[src/rtl/uart_pkg.sv]
// rtl/uart_pkg.sv - shared types, constants and baud helper for the UART transmitter
package uart_pkg;

  localparam int UART_DATA_BITS = 8;

  typedef enum logic [1:0] {
    IDLE  = 2'd0,
    START = 2'd1,
    DATA  = 2'd2,
    STOP  = 2'd3
  } uart_tx_state_t;

  // Clock cycles per serial bit; integer truncation is intentional.
  function automatic int calc_clks_per_bit(input int clk_freq_hz, input int baud);
    return clk_freq_hz / baud;
  endfunction

endpackage

[src/rtl/uart_tx_fifo.sv]
// rtl/uart_tx_fifo.sv - byte buffer in front of the serializer
module uart_tx_fifo #(
  parameter int DEPTH = 4,
  parameter int WIDTH = 8
) (
  input  logic                       clk,
  input  logic                       rst_n,
  input  logic                       push,
  input  logic [WIDTH-1:0]           push_data,
  input  logic                       pop,
  output logic [WIDTH-1:0]           pop_data,
  output logic                       full,
  output logic                       empty,
  output logic [$clog2(DEPTH):0]     count
);

  localparam int AW = $clog2(DEPTH);

  if (DEPTH < 2 || (1 << AW) != DEPTH) begin : g_bad_depth
    $error("uart_tx_fifo: DEPTH must be a power of two >= 2");
  end

  logic [WIDTH-1:0] mem [DEPTH];
  logic [AW-1:0]    wr_ptr;
  logic [AW-1:0]    rd_ptr;
  logic [AW:0]      count_q;
  logic             do_push;
  logic             do_pop;

  // Guard against overflow/underflow even if the caller misbehaves.
  assign do_push  = push && !full;
  assign do_pop   = pop && !empty;
  assign full     = (count_q == (AW+1)'(DEPTH));
  assign empty    = (count_q == '0);
  assign count    = count_q;
  assign pop_data = mem[rd_ptr];

  // Data storage carries no reset; only the pointers and count decide validity.
  always_ff @(posedge clk) begin
    if (do_push) begin
      mem[wr_ptr] <= push_data;
    end
  end

  // Pointers wrap naturally at DEPTH; count separates full from empty.
  always_ff @(posedge clk or negedge rst_n) begin
    if (!rst_n) begin
      wr_ptr  <= '0;
      rd_ptr  <= '0;
      count_q <= '0;
    end else begin
      if (do_push) begin
        wr_ptr <= wr_ptr + 1'b1;
      end
      if (do_pop) begin
        rd_ptr <= rd_ptr + 1'b1;
      end
      case ({do_push, do_pop})
        2'b10:   count_q <= count_q + 1'b1;
        2'b01:   count_q <= count_q - 1'b1;
        default: count_q <= count_q;
      endcase
    end
  end

endmodule

[src/rtl/uart_tx.sv]
// rtl/uart_tx.sv - buffered 8-bit MSB-first UART serializer
module uart_tx
  import uart_pkg::*;
#(
  parameter int CLK_FREQ_HZ = 100_000_000,
  parameter int BAUD        = 115_200,
  parameter int FIFO_DEPTH  = 4
) (
  input  logic                          clk,
  input  logic                          rst_n,
  input  logic [7:0]                    tx_data,
  input  logic                          tx_valid,
  output logic                          tx_ready,
  output logic                          tx,
  output logic                          busy,
  output logic [$clog2(FIFO_DEPTH):0]   fifo_count
);

  localparam int CLKS_PER_BIT = calc_clks_per_bit(CLK_FREQ_HZ, BAUD);

  if (CLKS_PER_BIT < 2) begin : g_bad_baud
    $error("uart_tx: CLK_FREQ_HZ/BAUD must be at least 2");
  end

  localparam int CNT_W = (CLKS_PER_BIT < 2) ? 1 : $clog2(CLKS_PER_BIT);
  localparam int BIT_W = $clog2(UART_DATA_BITS);
  localparam logic [CNT_W-1:0] CNT_LAST = CNT_W'(CLKS_PER_BIT - 1);
  localparam logic [BIT_W-1:0] BIT_LAST = BIT_W'(UART_DATA_BITS - 1);

  uart_tx_state_t                 state_q, state_d;
  logic [UART_DATA_BITS-1:0]      shift_q, shift_d;
  logic [BIT_W-1:0]               bit_q, bit_d;
  logic [CNT_W-1:0]               cnt_q, cnt_d;
  logic                           tx_q, tx_d;
  logic                           fifo_push;
  logic                           fifo_pop;
  logic                           fifo_full;
  logic                           fifo_empty;
  logic [UART_DATA_BITS-1:0]      fifo_head;

  // A full FIFO refuses new bytes even if a pop frees a slot this cycle.
  assign tx_ready  = !fifo_full;
  assign fifo_push = tx_valid && !fifo_full;
  assign tx        = tx_q;
  assign busy      = (state_q != IDLE) || (fifo_count != '0);

  uart_tx_fifo #(
    .DEPTH (FIFO_DEPTH),
    .WIDTH (UART_DATA_BITS)
  ) u_fifo (
    .clk       (clk),
    .rst_n     (rst_n),
    .push      (fifo_push),
    .push_data (tx_data),
    .pop       (fifo_pop),
    .pop_data  (fifo_head),
    .full      (fifo_full),
    .empty     (fifo_empty),
    .count     (fifo_count)
  );

  // Next-state logic; tx_d is the line level for the cycle after this edge.
  always_comb begin
    state_d  = state_q;
    shift_d  = shift_q;
    bit_d    = bit_q;
    cnt_d    = cnt_q;
    tx_d     = tx_q;
    fifo_pop = 1'b0;
    case (state_q)
      IDLE: begin
        tx_d  = 1'b1;
        cnt_d = '0;
        bit_d = '0;
        if (!fifo_empty) begin
          fifo_pop = 1'b1;
          shift_d  = fifo_head;
          tx_d     = 1'b0;
          state_d  = START;
        end
      end
      START: begin
        if (cnt_q == CNT_LAST) begin
          cnt_d   = '0;
          bit_d   = '0;
          tx_d    = shift_q[UART_DATA_BITS-1];
          state_d = DATA;
        end else begin
          cnt_d = cnt_q + 1'b1;
          tx_d  = 1'b0;
        end
      end
      DATA: begin
        if (cnt_q == CNT_LAST) begin
          cnt_d = '0;
          if (bit_q == BIT_LAST) begin
            tx_d    = 1'b1;
            state_d = STOP;
          end else begin
            bit_d   = bit_q + 1'b1;
            shift_d = {shift_q[UART_DATA_BITS-2:0], 1'b0};
            tx_d    = shift_q[UART_DATA_BITS-2];
          end
        end else begin
          cnt_d = cnt_q + 1'b1;
          tx_d  = shift_q[UART_DATA_BITS-1];
        end
      end
      STOP: begin
        if (cnt_q == CNT_LAST) begin
          cnt_d = '0;
          if (!fifo_empty) begin
            fifo_pop = 1'b1;
            shift_d  = fifo_head;
            tx_d     = 1'b0;
            state_d  = START;
          end else begin
            tx_d    = 1'b1;
            state_d = IDLE;
          end
        end else begin
          cnt_d = cnt_q + 1'b1;
          tx_d  = 1'b1;
        end
      end
      default: begin
        tx_d    = 1'b1;
        state_d = IDLE;
      end
    endcase
  end

  // State, shifter and counters; reset drives the line high at once.
  always_ff @(posedge clk or negedge rst_n) begin
    if (!rst_n) begin
      state_q <= IDLE;
      shift_q <= '0;
      bit_q   <= '0;
      cnt_q   <= '0;
      tx_q    <= 1'b1;
    end else begin
      state_q <= state_d;
      shift_q <= shift_d;
      bit_q   <= bit_d;
      cnt_q   <= cnt_d;
      tx_q    <= tx_d;
    end
  end

endmodule

[config.mk]
export PLATFORM = sky130hd
export DESIGN_NAME = uart_tx
export DESIGN_NICKNAME = d
export VERILOG_FILES = /design/src/rtl/uart_pkg.sv /design/src/rtl/uart_tx_fifo.sv /design/src/rtl/uart_tx.sv
export SDC_FILE = /design/constraint.sdc
export NUM_CORES = 1
export LEC_CHECK = 0
export BUFFER_PORTS_ARGS = -buffer_cell sky130_fd_sc_hd__buf_2
export CORE_MARGIN = 2
export CORE_UTILIZATION = 51
export CTS_BUF_LIST = sky130_fd_sc_hd__clkbuf_4 sky130_fd_sc_hd__clkbuf_8
export CTS_CLUSTER_SIZE = 24
export DETAILED_ROUTE_END_ITERATION = 10
export GPL_TIMING_DRIVEN = 0
export HOLD_SLACK_MARGIN = 0.12
export PLACE_DENSITY = 0.8
export SLEW_MARGIN = 20
export SYNTH_ARGS = -nofsm -noshare
export SYNTH_HDL_FRONTEND = slang
export SYNTH_SLANG_ARGS = --single-unit
[constraint.sdc]
create_clock -name clk -period 2.7 [get_ports clk]
set_clock_uncertainty 0.15 [all_clocks]
set_input_delay 0.54 -clock clk [delete_from_list [all_inputs] [get_ports clk]]
set_output_delay 0.54 -clock clk [all_outputs]
set_load 0.05 [all_outputs]
; ---- Word level (Yosys, flattened, before mapping)
; Memory sizes are Yosys's and may differ from the RTL's.
; Index checks and enable logic that the tools add are counted.
[totals]
rom_bits = 0
ramBits = 32
output_inout_bits = 6
n_memories = 1
elab_cells = 76
ff_bits = 31
latchBits = 0
[op_classes]
mul = 0
n_eq_ne = 14
bitwise_logic = 0
n_addsub = 6
shifts = 0
mux = 30
order_cmp = 0
n_reduce_logical = 17
div = 0
[mem_list]
columns = memory, depth, word_bits, rd, rd_ports_with_merged_regs, wr, line
row1 = u_fifo.mem, 4, 8, 1, 0, 1, uart_tx_fifo.sv:23  ; logic [WIDTH-1:0] mem [DEPTH];
[op_table]
columns = cell, count
row1 = 8-bit 2-to-1 mux, 4
row2 = 8-bit case mux with 3 select lines, 1
row3 = 10-bit case mux with 2 select lines, 1
row4 = "2-bit != test, second input constant", 6
row5 = "10-bit by 1-bit adder with 10-bit output, second input constant", 1
row6 = "10-bit == test, second input constant", 1
row7 = 1-bit 2-to-1 mux, 10
row8 = 10-bit 2-to-1 mux, 1
row9 = 2-bit 2-to-1 mux, 5
row10 = 3-bit 2-to-1 mux, 3
row11 = 3-bit case mux with 3 select lines, 1
row12 = 3-bit nonzero test, 3
row13 = 2-bit case mux with 4 select lines, 1
row14 = 4-bit AND reduction, 2
row15 = "3-bit by 1-bit adder with 3-bit output, second input constant", 2
row16 = "2-bit == test, second input constant", 3
row17 = "3-bit == test, second input constant", 2
row18 = 3-bit case mux with 2 select lines, 1
row19 = 5-bit AND reduction, 1
row20 = "2-bit by 1-bit adder with 2-bit output, second input constant", 2
row21 = "2-bit by 1-bit == test with 1-bit output, second input constant", 2
row22 = 1-bit case mux with 4 select lines, 1
row23 = 2-bit nonzero test, 2
row24 = 1-bit logical AND, 3
row25 = other kinds (7), 8

; ---- Depth between registers and ports, before layout
; Gate-level depths: netlist of the first run.
[logic_depth]
word_depth = 7
ltp_mapped = 10
mapped_depth_nobuf = 10

; ---- Modules after synthesis
; Synthesis of the first run repeated with hierarchy kept, for this count alone.
[hier_totals]
hier_cells = 200
area_unflattened_um2 = 2976.6
[by_module_without_submodules]
columns = module, cells_each, seq_area_each_um2, instances, area_per_inst_um2
row1 = uart_tx_fifo, 79, 1136.1, 1, 1592.8
row2 = uart_tx, 121, 601.8, 1, 1383.8

; ---- Worst setup path before layout of the first run
; No wires, ideal clock.
[synth_path]
kind = reg2reg
startpoint = reg u_fifo.count_q[2] (netlist: u_fifo.count[2])
endpoint = reg u_fifo.count_q[2] (netlist: u_fifo.count[2])
slack_ns = -0.145
required_time_ns = 2.468
stages_incl_launch_ff = 10
arrival_ns = 2.613
setup_time_ns = 0.082
period_less_slack_ns = 2.845
cell_sequence = dfrtp_1 > or3b_1 > and2_1 > inv_1 > ha_1 > inv_1 > fa_1 > xor2_1 > nor2_1 > xor2_1
[synth_lines]
columns = item, line
row1 = start: declaration, uart_tx_fifo.sv:26  ; logic [AW:0] count_q;
row2 = start signal: assignment, uart_tx_fifo.sv:59  ; 2'b10: count_q <= count_q + 1'b1;
row3 = start signal: assignment, uart_tx_fifo.sv:60  ; 2'b01: count_q <= count_q - 1'b1;
row4 = start signal: assignment, uart_tx_fifo.sv:61  ; default: count_q <= count_q;
row5 = 3-bit == test (*), uart_tx_fifo.sv:33  ; assign full = (count_q == (AW+1)'(DEPTH));
row6 = 1-bit zero test (*), -
row7 = via tx_ready, uart_tx.sv:13  ; output logic tx_ready,
row8 = 1-bit logical AND, uart_tx.sv:43  ; assign fifo_push = tx_valid && !fifo_full;
row9 = 1-bit logical AND (*), uart_tx_fifo.sv:31  ; assign do_push = push && !full;
row10 = 2-bit by 1-bit == test with 1-bit output / 2-bit == test (equally long branches), uart_tx_fifo.sv:58  ; case ({do_push, do_pop})
row11 = 3-bit case mux with 2 select lines / 2-bit nonzero test (equally long branches), -
; The timed path passes the listed nets; every way through them passes the cells marked *.
; A chain may end at the register's enable or synchronous reset.

; ---- Final worst setup path of the first run
[layout_path]
startpoint = reg cnt_q[4]
endpoint = reg u_fifo.count_q[2] (netlist: u_fifo.count[2])
[layout_via]
elab_chain_len = 6
[layout_rtl]
columns = item, line
row1 = start: declaration, uart_tx.sv:33  ; logic [CNT_W-1:0] cnt_q, cnt_d;
row2 = start signal: assignment, uart_tx.sv:145  ; cnt_q <= cnt_d;
row3 = 10-bit == test (*), uart_tx.sv:110  ; if (cnt_q == CNT_LAST) begin
row4 = 1-bit 2-to-1 mux (*), uart_tx.sv:110
row5 = 1-bit case mux with 2 select lines (*), uart_tx.sv:70  ; case (state_q)
row6 = 1-bit logical AND (*), uart_tx_fifo.sv:32  ; assign do_pop = pop && !empty;
row7 = via u_fifo.do_pop, uart_tx_fifo.sv:28  ; logic do_pop;
row8 = 2-bit by 1-bit == test with 1-bit output / 2-bit == test (equally long branches), uart_tx_fifo.sv:58
row9 = 3-bit case mux with 2 select lines / 2-bit nonzero test (equally long branches), -
; Marked as above.

==> out/summary.log, run 1 <==
INFO  logic_synthesis synth_simple_gate_area_share=0.101
INFO  clock_network  tritoncts=built
INFO  global_routing grt_start_max_net_pins=32
INFO  die            io-pin-count=17
INFO  route          detailedRoute.firstPassIterationCount=4
INFO  die            floorplan.rows=27
INFO  logic_synthesis yosys.area.top_type=sky130_fd_sc_hd__edfxtp_1
INFO  global_routing antenna_found_initial=0
INFO  worst_setup_path timing.rr.start=cnt_q[4]
INFO  run            number_of_max_capacitance_violations_reported=0
INFO  clock_network  path_clk_slew=0.07ns
INFO  die            fp.coreArea=5540um^2
INFO  worst_setup_path critical-path-max-stage-delay=0.44ns
INFO  logic_synthesis netlist_area=2940um^2
INFO  global_routing gr-total-overflow=0
INFO  pwr            powerDensity=1180nW/um^2
INFO  logic_synthesis ys_ff_latch=63
INFO  placed_design  port-buffer-count=16
INFO  logic_synthesis netlist.area_leader.share=0.327
INFO  global_routing grt_util_met3=0.0622
INFO  finish         antenna_cells=0
INFO  pwr            report.power.total=4.01mW
INFO  worst_setup_path cp_top_family=simple AND/OR/NAND/NOR gates
INFO  clock_network  max-clock-path-buffers=2
INFO  worst_setup_path setup.reg_to_reg.worst_slack=0.1ns
INFO  worst_setup_path worstPathBufferInverterCount=2
INFO  worst_setup_path critPathCaptureType=register
INFO  logic_synthesis synthesis.yosys.warnings=0
INFO  logic_synthesis number_of_enable_flip_flop_cells_after_synthesis=32
INFO  logic_synthesis synth.distinct_cells=40
INFO  route          final_wirelength=4770um
INFO  sta            fmax=384MHz
INFO  finish         finish.net_count=263
INFO  worst_setup_path worstReg2RegEnd=u_fifo.count[2]
INFO  worst_setup_path crit_arrival=2.72ns
INFO  pwr            max-vdd-ir-drop=0.674mV
INFO  logic_synthesis synth_compound_gate_area_share=0.0460
INFO  route          post_drt_via_cell_ratio=5.36
INFO  sta            final_worst_path_cycle_share=0.965
INFO  global_routing gr-usage-met2=0.268
INFO  logic_synthesis ys.flop_type=sky130_fd_sc_hd__edfxtp_1
INFO  clock_network  cts.repair_timing.setup_buffer_count=0
INFO  global_routing grt_busiest_layer=met2
INFO  route          antenna_left=0
INFO  worst_setup_path cpMostUsedCell=sky130_fd_sc_hd__xor2_1
INFO  sta            hold_viol=0
INFO  worst_setup_path critical_path_top_delay_cell=sky130_fd_sc_hd__dfrtp_2
INFO  global_routing via_count_of_the_first_global_routing_pass=1741
INFO  run_status     run_status=complete, no violations
INFO  placed_design  gp_congestion=0.856
INFO  sta            setup_viol_count_final=0
INFO  logic_synthesis yosys.area_share.adder=0.0622
INFO  route          dr_total_vias=1689
INFO  worst_setup_path timing.critical_path.fanout_max=6
INFO  finish         post_route_non_filler_standard_cell_count=315
INFO  global_routing grtUsageTotal=0.176
INFO  placed_design  detailed_place_hpwl=3260um
INFO  sta            final_max_slew_viol_count=0
INFO  worst_setup_path path_class=register to register
INFO  worst_setup_path startpoint_type=register
INFO  logic_synthesis post_synth_xor_area_fraction=0.0417
INFO  global_routing met1_usage=0.233
INFO  die            die_area=6380um^2
INFO  finish         mostFrequentLayoutCell=sky130_fd_sc_hd__edfxtp_1
INFO  clock_network  cts.root.buffer_cell=sky130_fd_sc_hd__clkbuf_8
INFO  logic_synthesis synth_top_family_by_area=multiplexers
INFO  clock_network  h_tree_depth_reported_by_cts=3
INFO  logic_synthesis synthCells=210
INFO  logic_synthesis synth.area.top_cells=sky130_fd_sc_hd__edfxtp_1 (33%), sky130_fd_sc_hd__dfrtp_1 (26%), sky130_fd_sc_hd__mux4_2 (6.1%), sky130_fd_sc_hd__mux2_2 (5.7%), sky130_fd_sc_hd__ha_1 (5.5%)
INFO  sta            final.min_clock_period=2.60ns
INFO  logic_synthesis synth_async_sr_flop_share=0.492
INFO  sta            timing.max_slew.rel_slack=0.547
INFO  finish         layout_overhead_on_the_synthesized_area=15.6%
INFO  die            die_height=79.9um
INFO  global_routing grt_first_pass_wirelength=8300um
INFO  hold_path      hold-path-cell-count=1
INFO  route          drt_iter0_drc=189
INFO  logic_synthesis synth_area_per_cell=14.0um^2
INFO  worst_setup_path reg2regPathDepth=10
INFO  finish         post_route_cells_drive_above_1_share=0.305
INFO  die            initial_utilization=0.530
INFO  hold_path      hold_end=u_fifo.mem[0][0]
INFO  hold_path      hold_path.class=input pin to register
INFO  clock_network  tritoncts.num_buffers=9
INFO  pwr            p_leak=1.34nW
INFO  clock_network  clock_sink_count=63
INFO  clock_network  insertion_delay=0.34ns
INFO  die            die_width=79.9um
INFO  logic_synthesis synth.area.mux_share=0.134
INFO  sta            rsz_0062_raised_after_global_routing=true
INFO  worst_setup_path timing.critical_path.cells=or3b_1 -> buf_2 -> nor4_4 -> o21a_1 -> ha_2 -> inv_1 -> fa_1 -> xor2_1 -> nor2_1 -> xor2_1
INFO  logic_synthesis synth_sequential_area_ratio=0.592
INFO  sta            worstMarginPinSlew=0.680ns
INFO  placed_design  dp.cells=298
INFO  finish         final_cell_mix=sky130_fd_sc_hd__edfxtp_1 (32), sky130_fd_sc_hd__dfrtp_1 (28), sky130_fd_sc_hd__nor2_1 (19)
INFO  worst_setup_path worst_ep_required_time=2.82ns
INFO  route          routed_wire_length_per_instance=15.1um
INFO  logic_synthesis mappedNetlistNets=235
INFO  hold_path      holdCritStartpoint=tx_data[0]
INFO  route          drt_drc_violations_left=0
## through the flow
| step | worst slack, ns | area (um^2) | hold slack [ns] | TNS, ns | utilization |
|---|---|---|---|---|---|
| floorplan | 0.0328 | 2940 | 0.0944 | 0 | - |
| global placement | -0.160 | 3110 | 0.296 | -0.160 | 0.561 |
| detailed placement | -0.187 | 3110 | 0.310 | -0.193 | 0.561 |
| CTS | 0.0400 | 3370 | 0.244 | 0 | 0.609 |
| global route | -0.0409 | 3400 | 0.245 | -0.0409 | 0.613 |
| finish | 0.0953 | 3400 | 0.258 | 0 | 0.613 |
## logic make-up (layout without fill, tap and decap cells)
logic type | count (synthesis) | after routing
flip-flops | 63 | 63
AND/OR/NAND/NOR | 57 | 57
multiplexers | 27 | 27
buffers and inverters | 18 | 51
AO/OA/AOI/OAI | 17 | 17
adder cells (fa/ha/maj) | 14 | 14
XOR/XNOR | 14 | 14
## registers in the layout, summed over array words and instances (netlist names)
| register | flops |
|---|---|
| tx | 1 |
| cnt_q | 10 |
| u_fifo.rd_ptr | 2 |
| state_q | 2 |
| u_fifo.count | 3 |
| u_fifo.mem | 32 |
| shift_q | 8 |
| u_fifo.wr_ptr | 2 |
| bit_q | 3 |
## power by group
group,internal [mW],switching [mW]
registers,1.32,0.173
clock network,0.520,0.376
logic,0.753,0.866
total,2.59,1.42
## worst register-to-register path: stages, from the launching register on
cell and delay (ns):
sky130_fd_sc_hd__dfrtp_2 0.44, sky130_fd_sc_hd__or3b_1 0.37, sky130_fd_sc_hd__buf_2 0.17, sky130_fd_sc_hd__nor4_4 0.18, sky130_fd_sc_hd__o21a_1 0.20, sky130_fd_sc_hd__ha_2 0.20, sky130_fd_sc_hd__inv_1 0.05, sky130_fd_sc_hd__fa_1 0.37
sky130_fd_sc_hd__xor2_1 0.15, sky130_fd_sc_hd__nor2_1 0.11, sky130_fd_sc_hd__xor2_1 0.14
## layer usage
layer / vias up / wire length [um]
li1: 816 / -
met1: 827 / 2180
met2: 37 / 2320
met3: 9 / 179
met4: 0 / 93
met5: - / 0
## synth_stat cells, types with 3 or more instances
master,number
sky130_fd_sc_hd__edfxtp_1,32
sky130_fd_sc_hd__dfrtp_1,30
sky130_fd_sc_hd__nor2_1,19
sky130_fd_sc_hd__mux2_2,15
sky130_fd_sc_hd__nand2_1,15
sky130_fd_sc_hd__ha_1,13
sky130_fd_sc_hd__inv_1,13
sky130_fd_sc_hd__xnor2_1,9
sky130_fd_sc_hd__mux4_2,8
sky130_fd_sc_hd__o21ai_0,5
sky130_fd_sc_hd__xor2_1,5
sky130_fd_sc_hd__and3_1,4
sky130_fd_sc_hd__nor4_1,4
sky130_fd_sc_hd__mux2i_1,3
sky130_fd_sc_hd__nor3_1,3
## timing repair
| item | CTS | global route |
|---|---|---|
| pin swaps | 0 | 0 |
| endpoints found under the setup margin | 2 | 2 |
| endpoints found under the hold margin | 30 | 0 |
| hold buffers | 1 | 0 |
| gates cloned | 0 | 0 |
| gates resized for setup | 4 | 7 |
## worst max-delay path by stage
stage                         start               to  slack (ns)  depth (start not counted)
CTS                        cnt_q[0]  u_fifo.count[2]        0.04                         10
global route               cnt_q[4]  u_fifo.count[2]       -0.04                         10
global placement           cnt_q[0]  u_fifo.count[2]       -0.16                         10
detailed placement         cnt_q[0]  u_fifo.count[2]       -0.19                         10
finish                     cnt_q[4]  u_fifo.count[2]         0.1                         10
floorplan           u_fifo.count[2]  u_fifo.count[2]        0.03                          9
## final cells by class
cell class / instances / area, um^2
Timing Repair Buffer: 17 / 90.1
Sequential cell: 63 / 1740
Inverter: 14 / 52.6
Tap cell: 72 / 90.1
Multi-Input combinational cell: 129 / 1190
Clock inverter: 7 / 96.3
Buffer: 4 / 17.5
Clock buffer: 9 / 124
Fill cell: 427 / 2140
No activity file was read; power rests on OpenSTA's default activity.
==> run 2: changes to the inputs <==
--- a/config.mk
+++ b/config.mk
@@ -8,7 +8,7 @@
 export BUFFER_PORTS_ARGS = -buffer_cell sky130_fd_sc_hd__buf_2
 export CORE_MARGIN = 2
 export CORE_UTILIZATION = 51
-export CTS_BUF_LIST = sky130_fd_sc_hd__clkbuf_4 sky130_fd_sc_hd__clkbuf_8
+export CTS_BUF_LIST = sky130_fd_sc_hd__clkbuf_16
 export CTS_CLUSTER_SIZE = 24
 export DETAILED_ROUTE_END_ITERATION = 10
 export GPL_TIMING_DRIVEN = 0
==> run 2 against run 1 <==
Core utilization is 1.7 points higher. Clock power grew 37%. Routed wire length is 5.3% higher. Cell area rose by 2.8%. Global-route usage is 0.78 points higher. Non-clock buffer count did not move. Final cell count stayed put. Critical endpoint unchanged. First-iteration DRC count is 9.0% lower. Maximum frequency hardly changed. Count of clock-buffer cells in the layout stayed put. Register-to-register slack barely moved. Sequential cell count unchanged.
==> out/summary.log, run 2 (synthesis results as in run 1) <==
INFO  run            number_of_max_capacitance_violations_reported=0
INFO  die            io-pin-count=17
INFO  finish         final_cell_mix=sky130_fd_sc_hd__edfxtp_1 (32), sky130_fd_sc_hd__dfrtp_1 (28), sky130_fd_sc_hd__nor2_1 (19)
INFO  placed_design  dp_worst_setup_slack=-0.187ns
INFO  placed_design  port-buffer-count=16
INFO  pwr            max-vdd-ir-drop=0.848mV
INFO  hold_path      hold_path.class=input pin to register
INFO  sta            fmax=384MHz
INFO  route          final_wirelength=5020um
INFO  sta            worstMarginPinSlew=0.770ns
INFO  sta            setup_viol_count_final=0
INFO  worst_setup_path cpMostUsedCell=sky130_fd_sc_hd__xor2_1
INFO  route          detailedRoute.firstPassIterationCount=4
INFO  sta            final_worst_path_cycle_share=0.965
INFO  sta            fin_ws=0.0958ns
INFO  die            die_width=79.9um
INFO  die            die_height=79.9um
INFO  finish         reg_top3=u_fifo.mem (32), cnt_q (10), shift_q (8)
INFO  run_status     run_status=complete, no violations
INFO  worst_setup_path worst_ep_required_time=2.80ns
INFO  route          drt_iter0_drc=172
INFO  finish         mostFrequentLayoutCell=sky130_fd_sc_hd__edfxtp_1
INFO  worst_setup_path timing.critical_path.cells=or3b_1 -> buf_2 -> nor4_4 -> o21a_1 -> ha_2 -> inv_1 -> fa_1 -> xor2_1 -> nor2_1 -> xor2_1
INFO  placed_design  detailed_place_hpwl=3260um
INFO  die            initial_utilization=0.530
INFO  finish         post_route_non_filler_standard_cell_count=315
INFO  worst_setup_path critical-path-max-stage-delay=0.44ns
INFO  die            fp.coreArea=5540um^2
INFO  worst_setup_path critical_path_top_delay_cell=sky130_fd_sc_hd__dfrtp_2
INFO  placed_design  dp.cells=298
INFO  sta            hold_slack=0.275ns
INFO  sta            rsz_0062_raised_after_global_routing=true
INFO  worst_setup_path path_class=register to register
INFO  clock_network  tritoncts=built
INFO  worst_setup_path timing.critical_path.fanout_max=6
INFO  route          dr_total_vias=1709
INFO  global_routing via_count_of_the_first_global_routing_pass=1773
INFO  global_routing grtUsageTotal=0.184
INFO  global_routing antenna_found_initial=0
INFO  clock_network  max-clock-path-buffers=2
INFO  route          routed_wire_length_per_instance=15.9um
INFO  clock_network  path_clk_slew=0.05ns
INFO  finish         post_route_cells_drive_above_1_share=0.300
INFO  finish         fillerInstances=412
INFO  placed_design  gp_congestion=0.856
INFO  finish         regMostFlops=u_fifo.mem
INFO  finish         finish.net_count=263
INFO  clock_network  tritoncts.num_buffers=9
INFO  sta            final.min_clock_period=2.60ns
INFO  finish         antenna_cells=0
INFO  route          antenna_left=0
INFO  finish         largest_register_ffs=32
INFO  clock_network  clock_sink_count=63
INFO  sta            hold_viol=0
INFO  worst_setup_path crit_arrival=2.71ns
INFO  route          drt_drc_violations_left=0
INFO  clock_network  h_tree_depth_reported_by_cts=3
INFO  worst_setup_path startpoint_type=register
INFO  global_routing gr-total-overflow=0
INFO  pwr            powerDensity=1250nW/um^2
INFO  sta            final_max_slew_viol_count=0
INFO  pwr            p_leak=1.38nW
INFO  die            die_area=6380um^2
INFO  sta            timing.max_slew.rel_slack=0.483
INFO  route          post_drt_via_cell_ratio=5.43
INFO  clock_network  cts.root.buffer_cell=sky130_fd_sc_hd__clkbuf_16
INFO  worst_setup_path critPathCaptureType=register
INFO  finish         layout_overhead_on_the_synthesized_area=18.9%
INFO  global_routing grt_first_pass_wirelength=8610um
INFO  clock_network  insertion_delay=0.33ns
INFO  global_routing grt_start_max_net_pins=32
INFO  clock_network  cts.repair_timing.setup_buffer_count=0
INFO  finish         postLayoutCoreUtil=0.631
INFO  die            floorplan.rows=27
## run 2: cell counts in the layout (fill, tap and decap cells not counted)
No cell type changed its count.
## run 2: critical path, delay by kind of cell (launching register included)
family                     cells  cell delay, ns
AOI/OAI and AO/OA              1            0.20
xor gates and xnor gates       2            0.29
DFF                            1            0.44
and+or+nand+nor                3            0.66
buffers and inverters          2            0.23
adders and majority gates      2            0.57
## run 2: metrics by stage
stage	TNS, ns	total power, mW	area (um^2)
floorplan	0	2.76	2940
CTS	0	4.38	3470
global placement	-0.160	3.03	3110
detailed placement	-0.193	3.09	3110
finish	0	4.36	3490
global route	-0.0377	4.64	3490
## run 2: routing by layer
layer | track usage | vias up | part of all wire
met5 | 0 | - | 0
met1 | 0.241 | 849 | 0.44
met3 | 0.0520 | 9 | 0.042
met2 | 0.277 | 41 | 0.49
met4 | 0.102 | 0 | 0.025
li1 | - | 810 | -
## run 2: path summary, 6_finish.rpt
kind | endpoint | slack [ns] | startpoint | depth (start not counted)
worst max-delay path | u_fifo.count[2] | 0.1 | cnt_q[4] | 10
worst min-delay path | u_fifo.mem[2][0] | 0.28 | tx_data[0] | 1
worst max register to register | u_fifo.count[2] | 0.1 | cnt_q[4] | 10
worst min register to register | shift_q[3] | 0.36 | shift_q[3] | 1
max in group asynchronous | cnt_q[4] | 1.29 | rst_n | 2
min in group asynchronous | bit_q[2] | 0.63 | rst_n | 2
## run 2: what timing repair did
item,4_1_cts,5_1_grt
hold buffers,1,0
resized for setup,4,6
setup endpoints to repair,2,1
pin swaps,0,0
hold endpoints to repair,5,0
## run 2: layout make-up
| class | count | area [um^2] | area share |
|---|---|---|---|
| repair buffers | 17 | 90.1 | 0.0258 |
| flip-flops and latches | 63 | 1740 | 0.498 |
| multi-input cells | 129 | 1180 | 0.338 |
| inverters | 14 | 52.6 | 0.0150 |
| clock buffers | 9 | 225 | 0.0645 |
| plain buffers | 4 | 17.5 | 0.00501 |
| clock inverters | 7 | 96.3 | 0.0276 |
| well taps | 72 | 90.1 | 0.0258 |
## run 2: report_power, final
part | switching (mW) | internal (mW) | total, mW
Clock | 0.418 | 0.808 | 1.23
Sequential | 0.174 | 1.32 | 1.50
Combinational | 0.888 | 0.751 | 1.64
Total | 1.48 | 2.88 | 4.36
